--- src/rtl/led_scheduler.sv ---
// led_scheduler: round-robin 3-channel display scheduler with a
// prescaled scan strobe and a 16-bit to 4-digit BCD converter.
// Ports: clk, rst (async, active high); req[2:0] channel requests;
// num0..num2 channel values; scan_tick digit strobe; sel channel shown;
// bcd four BCD digits; blank no channel shown; busy conversion running.
module led_scheduler #(
  parameter int SCAN_DIV    = 50000,
  parameter int DWELL_TICKS = 1000
) (
  input  logic        clk,
  input  logic        rst,
  input  logic [2:0]  req,
  input  logic [15:0] num0,
  input  logic [15:0] num1,
  input  logic [15:0] num2,
  output logic        scan_tick,
  output logic [1:0]  sel,
  output logic [15:0] bcd,
  output logic        blank,
  output logic        busy
);

  localparam int PW = (SCAN_DIV > 2) ? $clog2(SCAN_DIV) : 1;
  localparam int DW = (DWELL_TICKS > 1) ? $clog2(DWELL_TICKS) : 1;
  localparam logic [PW-1:0] PRESC_MAX = PW'(SCAN_DIV - 1);
  localparam logic [DW-1:0] DWELL_MAX = DW'(DWELL_TICKS - 1);

  typedef enum logic [1:0] {
    IDLE  = 2'd0,
    SHIFT = 2'd1,
    DONE  = 2'd2
  } state_t;

  logic [PW-1:0] presc_q, presc_d;
  logic [DW-1:0] dwell_q, dwell_d;
  logic [1:0]    sel_q, sel_d;
  logic          blank_q, blank_d;
  logic [15:0]   bcd_q, bcd_d;
  logic [31:0]   work_q, work_d;
  logic [4:0]    cnt_q, cnt_d;
  logic          pend_q, pend_d;
  state_t        st_q, st_d;

  logic        expiry;
  logic        adv;
  logic        sel_chg;
  logic        trig;
  logic [1:0]  c1, c2, found;
  logic [15:0] num_sel, num_sat;

  function automatic logic [1:0] inc3(input logic [1:0] s);
    return (s == 2'd2) ? 2'd0 : s + 2'd1;
  endfunction

  // One double-dabble step: fix up BCD nibbles, then shift.
  function automatic logic [31:0] dabble(input logic [31:0] w);
    logic [31:0] t;
    t = w;
    for (int i = 0; i < 4; i++) begin
      if (t[16+4*i +: 4] >= 4'd5)
        t[16+4*i +: 4] = t[16+4*i +: 4] + 4'd3;
    end
    return {t[30:0], 1'b0};
  endfunction

  assign scan_tick = (presc_q == PRESC_MAX);
  assign expiry    = scan_tick && (dwell_q == DWELL_MAX);

  assign c1 = inc3(sel_q);
  assign c2 = inc3(c1);

  // Search sel+1, sel+2, then sel itself; hold if nothing requests.
  always_comb begin
    found = sel_q;
    if (req[c1])
      found = c1;
    else if (req[c2])
      found = c2;
  end

  // Leave early if the shown channel dropped its request.
  assign adv     = expiry || (!req[sel_q] && (req != 3'b000));
  assign sel_d   = adv ? found : sel_q;
  assign sel_chg = (sel_d != sel_q);
  assign blank_d = ~req[sel_q];
  assign trig    = sel_chg || (scan_tick && !blank_q);

  assign presc_d = scan_tick ? '0 : presc_q + 1'b1;

  always_comb begin
    dwell_d = dwell_q;
    if (sel_chg || expiry)
      dwell_d = '0;
    else if (scan_tick)
      dwell_d = dwell_q + 1'b1;
  end

  // Capture uses the channel being selected on this edge.
  always_comb begin
    unique case (sel_d)
      2'd0:    num_sel = num0;
      2'd1:    num_sel = num1;
      default: num_sel = num2;
    endcase
  end

  assign num_sat = (num_sel > 16'd9999) ? 16'd9999 : num_sel;

  always_comb begin
    st_d   = st_q;
    work_d = work_q;
    cnt_d  = cnt_q;
    pend_d = pend_q;
    bcd_d  = bcd_q;
    unique case (st_q)
      IDLE: begin
        if (trig || pend_q) begin
          work_d = {16'd0, num_sat};
          cnt_d  = 5'd0;
          pend_d = 1'b0;
          st_d   = SHIFT;
        end
      end
      SHIFT: begin
        if (trig)
          pend_d = 1'b1;
        if (cnt_q == 5'd16) begin
          st_d = DONE;
        end else begin
          work_d = dabble(work_q);
          cnt_d  = cnt_q + 5'd1;
        end
      end
      DONE: begin
        if (trig)
          pend_d = 1'b1;
        bcd_d = work_q[31:16];
        st_d  = IDLE;
      end
      default: st_d = IDLE;
    endcase
  end

  always_ff @(posedge clk or posedge rst) begin
    if (rst) begin
      presc_q <= '0;
      dwell_q <= '0;
      sel_q   <= 2'd0;
      blank_q <= 1'b1;
      bcd_q   <= 16'd0;
      work_q  <= 32'd0;
      cnt_q   <= 5'd0;
      pend_q  <= 1'b0;
      st_q    <= IDLE;
    end else begin
      presc_q <= presc_d;
      dwell_q <= dwell_d;
      sel_q   <= sel_d;
      blank_q <= blank_d;
      bcd_q   <= bcd_d;
      work_q  <= work_d;
      cnt_q   <= cnt_d;
      pend_q  <= pend_d;
      st_q    <= st_d;
    end
  end

  assign sel   = sel_q;
  assign blank = blank_q;
  assign bcd   = bcd_q;
  assign busy  = (st_q != IDLE);

endmodule

--- config.mk ---
export PLATFORM = sky130hd
export DESIGN_NAME = led_scheduler
export DESIGN_NICKNAME = d
export VERILOG_FILES = /design/src/rtl/led_scheduler.sv
export SDC_FILE = /design/constraint.sdc
export NUM_CORES = 1
export LEC_CHECK = 0
export BUFFER_PORTS_ARGS = -buffer_cell sky130_fd_sc_hd__buf_2
export CAP_MARGIN = 20
export CORE_ASPECT_RATIO = 1.25
export CORE_UTILIZATION = 35
export DETAILED_ROUTE_END_ITERATION = 6
export GPL_TIMING_DRIVEN = 0
export PLACE_DENSITY = 0.49
export SLEW_MARGIN = 25
export SYNTH_ARGS = -nofsm -noshare
export SYNTH_HDL_FRONTEND = slang
export SYNTH_SLANG_ARGS = --single-unit
--- constraint.sdc ---
create_clock -name clk -period 4.2 [get_ports clk]
set_clock_uncertainty 0.2 [all_clocks]
set_input_delay 0.42 -clock clk [delete_from_list [all_inputs] [get_ports clk]]
set_output_delay 0.42 -clock clk [all_outputs]
set_load 0.01 [all_outputs]
Word level (Yosys, flattened, before mapping)
Index checks and enable logic that the tools add are counted.
{"block": "totals", "register_bits": 85, "out_inout_bits": 21}
{"block": "classes", "addsub": 9, "eq_ne": 13, "bitwise_logic": 1, "reduce_logical": 20, "magnitude_cmp": 8, "muxes": 32}
{"operator": "32-bit two-way mux", "count": 2}
{"operator": "32-bit one-hot mux with 2 select lines", "count": 1}
{"operator": "16-bit two-way mux", "count": 2}
{"operator": "16-bit one-hot mux with 2 select lines", "count": 1}
{"operator": "10-bit two-way mux", "count": 2}
{"operator": "16-bit by 1-bit adder with 16-bit output, second input constant", "count": 1}
{"operator": "16-bit equality test, second input constant", "count": 1}
{"operator": "4-bit by 3-bit greater-or-equal comparator with 1-bit output, second input constant", "count": 4}
{"operator": "16-bit by 14-bit > comparator with 1-bit output, second input constant", "count": 1}
{"operator": "2-bit two-way mux", "count": 7}
{"operator": "4-bit by 2-bit adder with 4-bit output, second input constant", "count": 3}
{"operator": "4-bit two-way mux", "count": 3}
{"operator": "10-bit by 1-bit adder with 10-bit output, second input constant", "count": 1}
{"operator": "10-bit equality test, second input constant", "count": 1}
{"operator": "5-bit two-way mux", "count": 2}
{"operator": "5-bit one-hot mux with 2 select lines", "count": 1}
{"operator": "2-bit by 3-bit less-than comparator with 1-bit output, second input constant", "count": 3}
{"operator": "2-bit nonzero test", "count": 4}
{"operator": "1-bit binary-select mux with 2-bit select", "count": 3}
{"operator": "2-bit equality test, second input constant", "count": 3}
{"operator": "2-bit != test, second input constant", "count": 3}
{"operator": "3-bit AND reduction", "count": 2}
{"operator": "5-bit by 1-bit adder with 5-bit output, second input constant", "count": 1}
{"operator": "5-bit equality test, second input constant", "count": 1}
{"operator": "17 further kinds", "count": 30}

Longest topological paths before layout
Gate-level depths: netlist of the first run.
{"block": "logic_depth", "depth_word": 15, "ltp_mapped": 12, "ltp_nobuf": 10}

Worst setup path after synthesis of the first run
OpenSTA, ideal clock, no wires.
{"block": "synth_timing", "path_type": "register to register", "start": "register presc_q[0]", "end": "register work_q[2]", "synth_period_minus_slack_ps": 2937, "setup_slack_ps": 1263, "path_buffers": 0, "setup_time_ps": 139, "arrival_ps": 2598, "stages_incl_launch_ff": 11, "required_ps": 3861, "cell_sequence": "dfrtp_1 > ha_1 > nand3_2 > nor4_2 > a21o_4 > mux2i_4 > inv_2 > a221oi_2 > o22ai_1 > a311oi_2 > a31oi_1"}
{"block": "synth_between", "elab_chain_cells": 10, "word_cells_on_any_way": 17, "cone_classes": "1 x order compare; 4 x eq/ne; 5 x mux; 7 x reduce/logical"}
{"item": "start, declared", "line_no": "34", "text": "logic [PW-1:0] presc_q, presc_d;"}
{"item": "start signal, assigned", "line_no": "156", "text": "presc_q <= presc_d;"}
{"item": "16-bit equality test *", "line_no": "66", "text": "assign scan_tick = (presc_q == PRESC_MAX);"}
{"item": "1-bit logical AND", "line_no": "67", "text": "assign expiry = scan_tick && (dwell_q == DWELL_MAX);"}
{"item": "1-bit logical OR", "line_no": "82", "text": "assign adv = expiry || (!req[sel_q] && (req != 3'b000));"}
{"item": "2-bit two-way mux", "line_no": "83", "text": "assign sel_d = adv ? found : sel_q;"}
{"item": "2-bit by 1-bit equality test with 1-bit output or 2-bit zero test (tied branches)", "line_no": "100", "text": "unique case (sel_d)"}
{"item": "16-bit one-hot mux with 2 select lines", "line_no": "100"}
{"item": "16-bit by 14-bit > comparator with 1-bit output", "line_no": "107", "text": "assign num_sat = (num_sel > 16'd9999) ? 16'd9999 : num_sel;"}
{"item": "16-bit two-way mux", "line_no": "107"}
{"item": "32-bit two-way mux", "line_no": "117", "text": "if (trig || pend_q) begin"}
{"item": "32-bit one-hot mux with 2 select lines", "line_no": "115", "text": "unique case (st_q)"}
{"item": "end signal, assigned", "line_no": "161", "text": "work_q <= work_d;"}
{"item": "end, declared", "line_no": "39", "text": "logic [31:0] work_q, work_d;"}
Every way passes the cells marked *; elsewhere a longest branch is shown, timed or not. The select of a mux whose other input is x is not followed.
A chain may end at the register's enable or synchronous reset.

Worst setup path after layout of the first run
Ends and elaborated chain as after synthesis.

==> results of run 1 <==
[path summary, 6_finish.rpt]
check	from	end	slack, ns	depth (start not counted)
max	presc_q[0]	work_q[2]	0.53	10
max reg2reg	presc_q[0]	work_q[2]	0.53	10
min reg2reg	work_q[0]	work_q[0]	0.27	2
min in group asynchronous	rst	bcd[15]	0.43	3
max in group asynchronous	rst	blank	2.75	4
min	num2[6]	work_q[6]	0.20	3
[cell families (layout without fill, tap and decap cells)]
group	count (synthesis)	after routing	share of synthesized area [%]
simple gates	214	214	21.2
fa+ha+maj	15	15	3.71
buf+inv	50	140	3.91
flops	85	85	42.1
mux	21	21	4.80
xor+xnor	23	23	3.99
compound gates	155	155	20.3
[critical path: stages, from the launching register on]
cell      delay [ns]
dfrtp_1         0.39
ha_1            0.21
nand3_2         0.19
nor4_2          0.68
a21o_4          0.28
mux2i_4         0.41
inv_2           0.19
a221oi_2        0.25
o22ai_1         0.18
a311oi_2        0.40
a31oi_1         0.14
[what timing repair did]
item / in CTS / in global routing
gates resized for setup: 0 / 0
endpoints found under the hold margin: 39 / 0
hold buffers: 1 / 0
endpoints found under the setup margin: 0 / 0
[routing by layer]
metal | vias up | share of wire (%) | global-route usage [%]
met4 | 0 | 2.0 | 8.15
li1 | 2189 | - | -
met2 | 88 | 50 | 33.1
met3 | 21 | 3.5 | 2.92
met1 | 2163 | 44 | 22.8
met5 | - | 0 | 0
[sequential cells by signal (all words and copies together), names as in the netlist]
signal,flops
bcd,16
sel,2
blank,1
st_q,2
dwell_q,10
presc_q,16
pend_q,1
work_q,32
cnt_q,5
[final cells by class]
class	count	area (µm²)
tap	175	219
inverter	23	91.3
clock buffer	9	225
timing repair buffer	74	398
clock inverter	7	72.6
buffer	27	111
fill	1416	7960
multi-input combinational	428	2730
sequential	85	2130
[power by group through the flow]
stage          combinational [W]  sequential [W]  clock (W)
2_1_floorplan            0.00113         0.00101          0
3_3_place_gp             0.00160         0.00102          0
3_5_place_dp             0.00162         0.00102          0
4_1_cts                  0.00163         0.00101   0.000833
5_1_grt                  0.00179         0.00102   0.000860
6_report                 0.00162         0.00101   0.000810
[cells in the mapped netlist (all sizes together), types with 2 or more instances]
cell,count,area [µm²]
dfrtp,84,2100
nand2,76,285
o21ai,54,274
nor2,46,173
a21oi,36,184
inv,23,86.3
clkbuf,20,75.1
nand3,20,105
mux2,16,180
ha,15,188
a31oi,12,75.1
xnor2,12,105
xor2,11,96.3
nor3,10,50.1
nand2b,9,56.3
o211ai,9,67.6
buf,7,36.3
nand4,7,43.8
or3,7,43.8
nor3b,6,45.0
a211oi,5,42.5
and4,5,43.8
mux2i,5,62.6
and3,4,25.0
or2,4,25.0
or3b,4,35.0
a21o,3,30.0
a32oi,3,26.3
nand3b,3,22.5
nor4,3,25.0
o22ai,3,18.8
o2bb2ai,3,26.3
o31a,3,26.3
o31ai,3,27.5
a311oi,2,30.0
a31o,2,17.5
and2,2,12.5
and4bb,2,25.0
nor2b,2,12.5
nor4b,2,23.8
o211a,2,20.0
o21a,2,15.0
o22a,2,17.5
or4,2,18.8
[through the flow]
| stage | instance area, µm² | power, W | instances |
|---|---|---|---|
| 2_1_floorplan | 5050 | 0.00214 | 563 |
| 3_3_place_gp | 5630 | 0.00263 | 810 |
| 3_5_place_dp | 5660 | 0.00265 | 811 |
| 4_1_cts | 5970 | 0.00347 | 828 |
| 5_1_grt | 5970 | 0.00367 | 828 |
| 6_report | 5970 | 0.00343 | 828 |
==> impl_metrics.ini, run 1 <==
[drt]
routed_wl_um = 13300
detail_route.wl_per_cell_um = 16.1
detail_route.vias_per_cell = 5.39
detail_route.iter0.violations = 209
total_number_of_vias = 4461
detail_route.drc_violations = 0
drtAntennaViolNets = 0
drt_pre_antenna_iters = 4

[floorplan]
row_count = 48
die_w_um = 109
fp.coreArea_mm2 = 0.0139
die_h_um = 136
io_pins = 74
initial_core_util_pct = 36.3
die-area_mm2 = 0.0149

[global_route]
grt_pass1_wl_um = 21700
grt_max_degree = 47
via_count_of_the_first_global_routing_pass = 4427
global_route.overflow_total = 0
initial_antenna_violation_count = 0
groute.usage.overall_pct = 18.9

[worst_setup_path]
setup.worst_path.end_class = register
timing.critical_path.required_ns = 4.19
crit_fanout = 9
setup.worst_path.start_class = register
crit_type = register to register
cp.arrival_ns = 3.67

[power]
power.internal_w = 0.00193
p_switching_w = 0.00150
power_density_mw_per_mm2 = 575
power.leakage_nw = 2.58
p_seq_share_pct = 29.4
power.share.combinational_pct = 47.1
switching_share_pct = 43.7
ir_drop_uv = 284
power_share_of_the_clock_group_pct = 23.6

[clock_tree]
worst_skew_pair.late_latency_ns = 0.35
clock_path_buffers = 2
tritoncts_clock_tree = yes
ctsHtreeMaxLevel = 3
clock-sinks = 85
cts_post_setup_buffers_inserted = 0
cts.clk_slew.worst_paths_ns = 0.07
cts_buffers = 9
cts.root.buffer_cell = clkbuf_16

[layout]
syn2layout_area_growth_pct = 18.2
layout-drive-gt1-share_pct = 21.3
antennaDiodeCount = 0
layout.cells.most_common = dfrtp_1
commonest_cells_after_routing_fill_and_taps_aside = dfrtp_1 (84), buf_2 (77), nand2_1 (76)
post_layout_nets = 716
final_core_utilization_pct = 42.9

[place]
preCtsSetupSlack_ns = 0.545
gp_congestion = 0.872
io_buffers = 72
detailed_place_hpwl_um = 10000

[synthesis]
number_of_unique_standard_cell_types_used_by_synthesis = 75
syn-instance-count = 563
async_flop_share_pct = 100
ys.warnings.count = 0
synth.net_count = 631
synth-edff-count = 0
synth_area_mm2 = 0.00505
syn_avg_cell_area_um2 = 8.97
synth.ff_latch_count = 85
postSynth.topFlopCell = dfrtp_1
post_synthesis_sequential_area_ratio_pct = 42.1

[timing]
grt_setup_unrepaired = false
period_minus_slack_ns = 3.67
post-route-period-util_pct = 87.5
slew_viol_final = 0
worst_hold_slack_ns = 0.205
fmaxAchievable_mhz = 272
fin_ws_ns = 0.525
setup_total_negative_slack_ns = 0
worst-slew-pin-transition_ns = 0.840
relSlewSlack_pct = 43.6
final_hold_fails = 0
setup_violations = 0

[flow_run]
maxCapViolCount = 0

[outcome]
status = finished, final reports clean

[min_path]
min-delay-path-class = primary input to register
Power figures use the tool's default switching activity.
==> inputs of run 2 (changes only) <==
--- a/config.mk
+++ b/config.mk
@@ -7,11 +7,14 @@
 export LEC_CHECK = 0
 export BUFFER_PORTS_ARGS = -buffer_cell sky130_fd_sc_hd__buf_2
 export CAP_MARGIN = 20
+export CELL_PAD_IN_SITES_DETAIL_PLACEMENT = 0
+export CELL_PAD_IN_SITES_GLOBAL_PLACEMENT = 1
 export CORE_ASPECT_RATIO = 1.25
 export CORE_UTILIZATION = 35
 export DETAILED_ROUTE_END_ITERATION = 6
 export GPL_TIMING_DRIVEN = 0
-export PLACE_DENSITY = 0.49
+export PLACE_DENSITY = 0.63
+export REMOVE_ABC_BUFFERS = 1
 export SLEW_MARGIN = 25
 export SYNTH_ARGS = -nofsm -noshare
 export SYNTH_HDL_FRONTEND = slang
==> run 2 against run 1 <==
Net effect: worst setup slack got worse by 0.20 ns; largest cell class unchanged; highest routed layer unchanged; global-route usage fell by 1.2 points; count of clock-buffer cells in the layout rose by 4; critical path type unchanged; core utilization fell by 0.081 points.
==> impl_metrics.ini, run 2 (synthesis gave the netlist of run 1 again) <==
[outcome]
status = finished, final reports clean

[timing]
relSlewSlack_pct = 42.5
post-route-period-util_pct = 92.4
grt_setup_unrepaired = false
period_minus_slack_ns = 3.88
setup_violations = 0
fmaxAchievable_mhz = 258
worst-slew-pin-transition_ns = 0.856
slew_viol_final = 0
fin_ws_ns = 0.321
final_hold_fails = 0
worst_hold_slack_ns = 0.205

[worst_setup_path]
timing.critical_path.slowest_cell_delay_ns = 0.57
cp.arrival_ns = 3.89
timing.critical_path.slowest_stage_cell = nor4_2
setup.worst_path.end_class = register
crit_chain = ha_1, nand3_2, nor4_2, a21o_4, mux2i_4, inv_2, a221oi_2, o22ai_1, a311oi_2, a31oi_1
setup.worst_path.start_class = register
timing.critical_path.required_ns = 4.21
crit_family = compound AO/OA/AOI/OAI gates
crit_fanout = 18
critPathBufInv = 1
crit_type = register to register

[drt]
met2_wirelength_um = 6200
detail_route.drc_violations = 0
detail_route.iter0.violations = 280
detail_route.vias_per_cell = 5.40
topRoutingLayerUsed = met4
wirelength_met1_um = 5810
drtAntennaViolNets = 0
met3_length_um = 353
detail_route.wl_per_cell_um = 15.5
routed_wl_um = 12500
total_number_of_vias = 4353
drt_pre_antenna_iters = 4

[min_path]
min-delay-path-class = primary input to register

[clock_tree]
cts_buffers = 9
cts.root.buffer_cell = clkbuf_16
clock_path_buffers = 2
cts_post_setup_buffers_inserted = 0
clock-sinks = 85
cts.clk_slew.worst_paths_ns = 0.07
worst_skew_pair.late_latency_ns = 0.34
ctsHtreeMaxLevel = 3
tritoncts_clock_tree = yes

[layout]
max_ffs_per_register = 32
syn2layout_area_growth_pct = 18.0
layout.cells.most_common = dfrtp_1
layoutNonFillerInstCount = 806
post_layout_nets = 694
largest-register = work_q
layout-drive-gt1-share_pct = 22.0
final_core_utilization_pct = 42.8
antennaDiodeCount = 0
commonest_cells_after_routing_fill_and_taps_aside = dfrtp_1 (84), nand2_1 (76), buf_2 (73)
final_instance_area_mm2 = 0.00596

[global_route]
grt_pass1_wl_um = 20400
via_count_of_the_first_global_routing_pass = 4072
grt_max_degree = 57
global_route.overflow_total = 0
groute.usage.overall_pct = 17.7
initial_antenna_violation_count = 0

[place]
gp_congestion = 0.859
detailed_place_hpwl_um = 9150
placed_cell_areas_mm2 = 0.00564
io_buffers = 73
numPlacedInstances = 789
preCtsSetupSlack_ns = 0.168

[floorplan]
row_count = 48
fp.coreArea_mm2 = 0.0139
initial_core_util_pct = 36.3
die_w_um = 109
io_pins = 74
die-area_mm2 = 0.0149
die_h_um = 136

[power]
power.leakage_nw = 2.58
ir_drop_uv = 377
power_density_mw_per_mm2 = 578

[flow_run]
maxCapViolCount = 0
## run 2: area by class of cell
type | instances | area [µm²]
fill | 1387 | 7970
clock inverter | 3 | 43.8
inverter | 23 | 91.3
multi-input combinational | 428 | 2760
clock buffer | 13 | 260
sequential | 85 | 2130
timing repair buffer | 79 | 460
tap | 175 | 219
## run 2: power breakdown
part | total [W] | leakage, nW | switching (W) | internal (W)
combinational | 0.00157 | 1.30 | 0.00101 | 0.000569
clock | 0.000833 | 0.150 | 0.000338 | 0.000495
sequential | 0.00104 | 1.13 | 0.000103 | 0.000934
## run 2: worst paths after layout
kind                       startpoint          to  slack [ns]  cells past startpoint
max                        presc_q[0]   work_q[2]        0.32                     10
min                           num2[3]   work_q[3]        0.20                      3
max reg2reg                presc_q[0]   work_q[2]        0.32                     10
min reg2reg                presc_q[0]  presc_q[0]        0.28                      1
max in group asynchronous         rst       blank        2.78                      4
min in group asynchronous         rst      bcd[3]        0.40                      3
## run 2: worst min-delay path, stage by stage
cell and delay (ns):
buf_2 0.08, o2bb2ai_1 0.05, a31oi_1 0.15
## run 2: routing by layer
metal  vias up  global-route usage, %
met5         -                      0
met2        90                   29.9
met1      2100                   23.1
met4         0                   5.56
li1       2154                      -
met3         9                   2.73
## run 2: timing repair
action | 4_1_cts | 5_1_grt
endpoints found under the hold margin | 29 | 0
endpoints found under the setup margin | 0 | 1
gates resized for setup | 0 | 1
hold buffers | 1 | 0
## run 2: stage by stage
step | TNS (ns) | power, W
6_report | 0 | 0.00345
4_1_cts | 0 | 0.00347
3_5_place_dp | 0 | 0.00262
3_3_place_gp | -60.09 | 0.00250
2_1_floorplan | -7.24 | 0.00206
5_1_grt | 0 | 0.00369
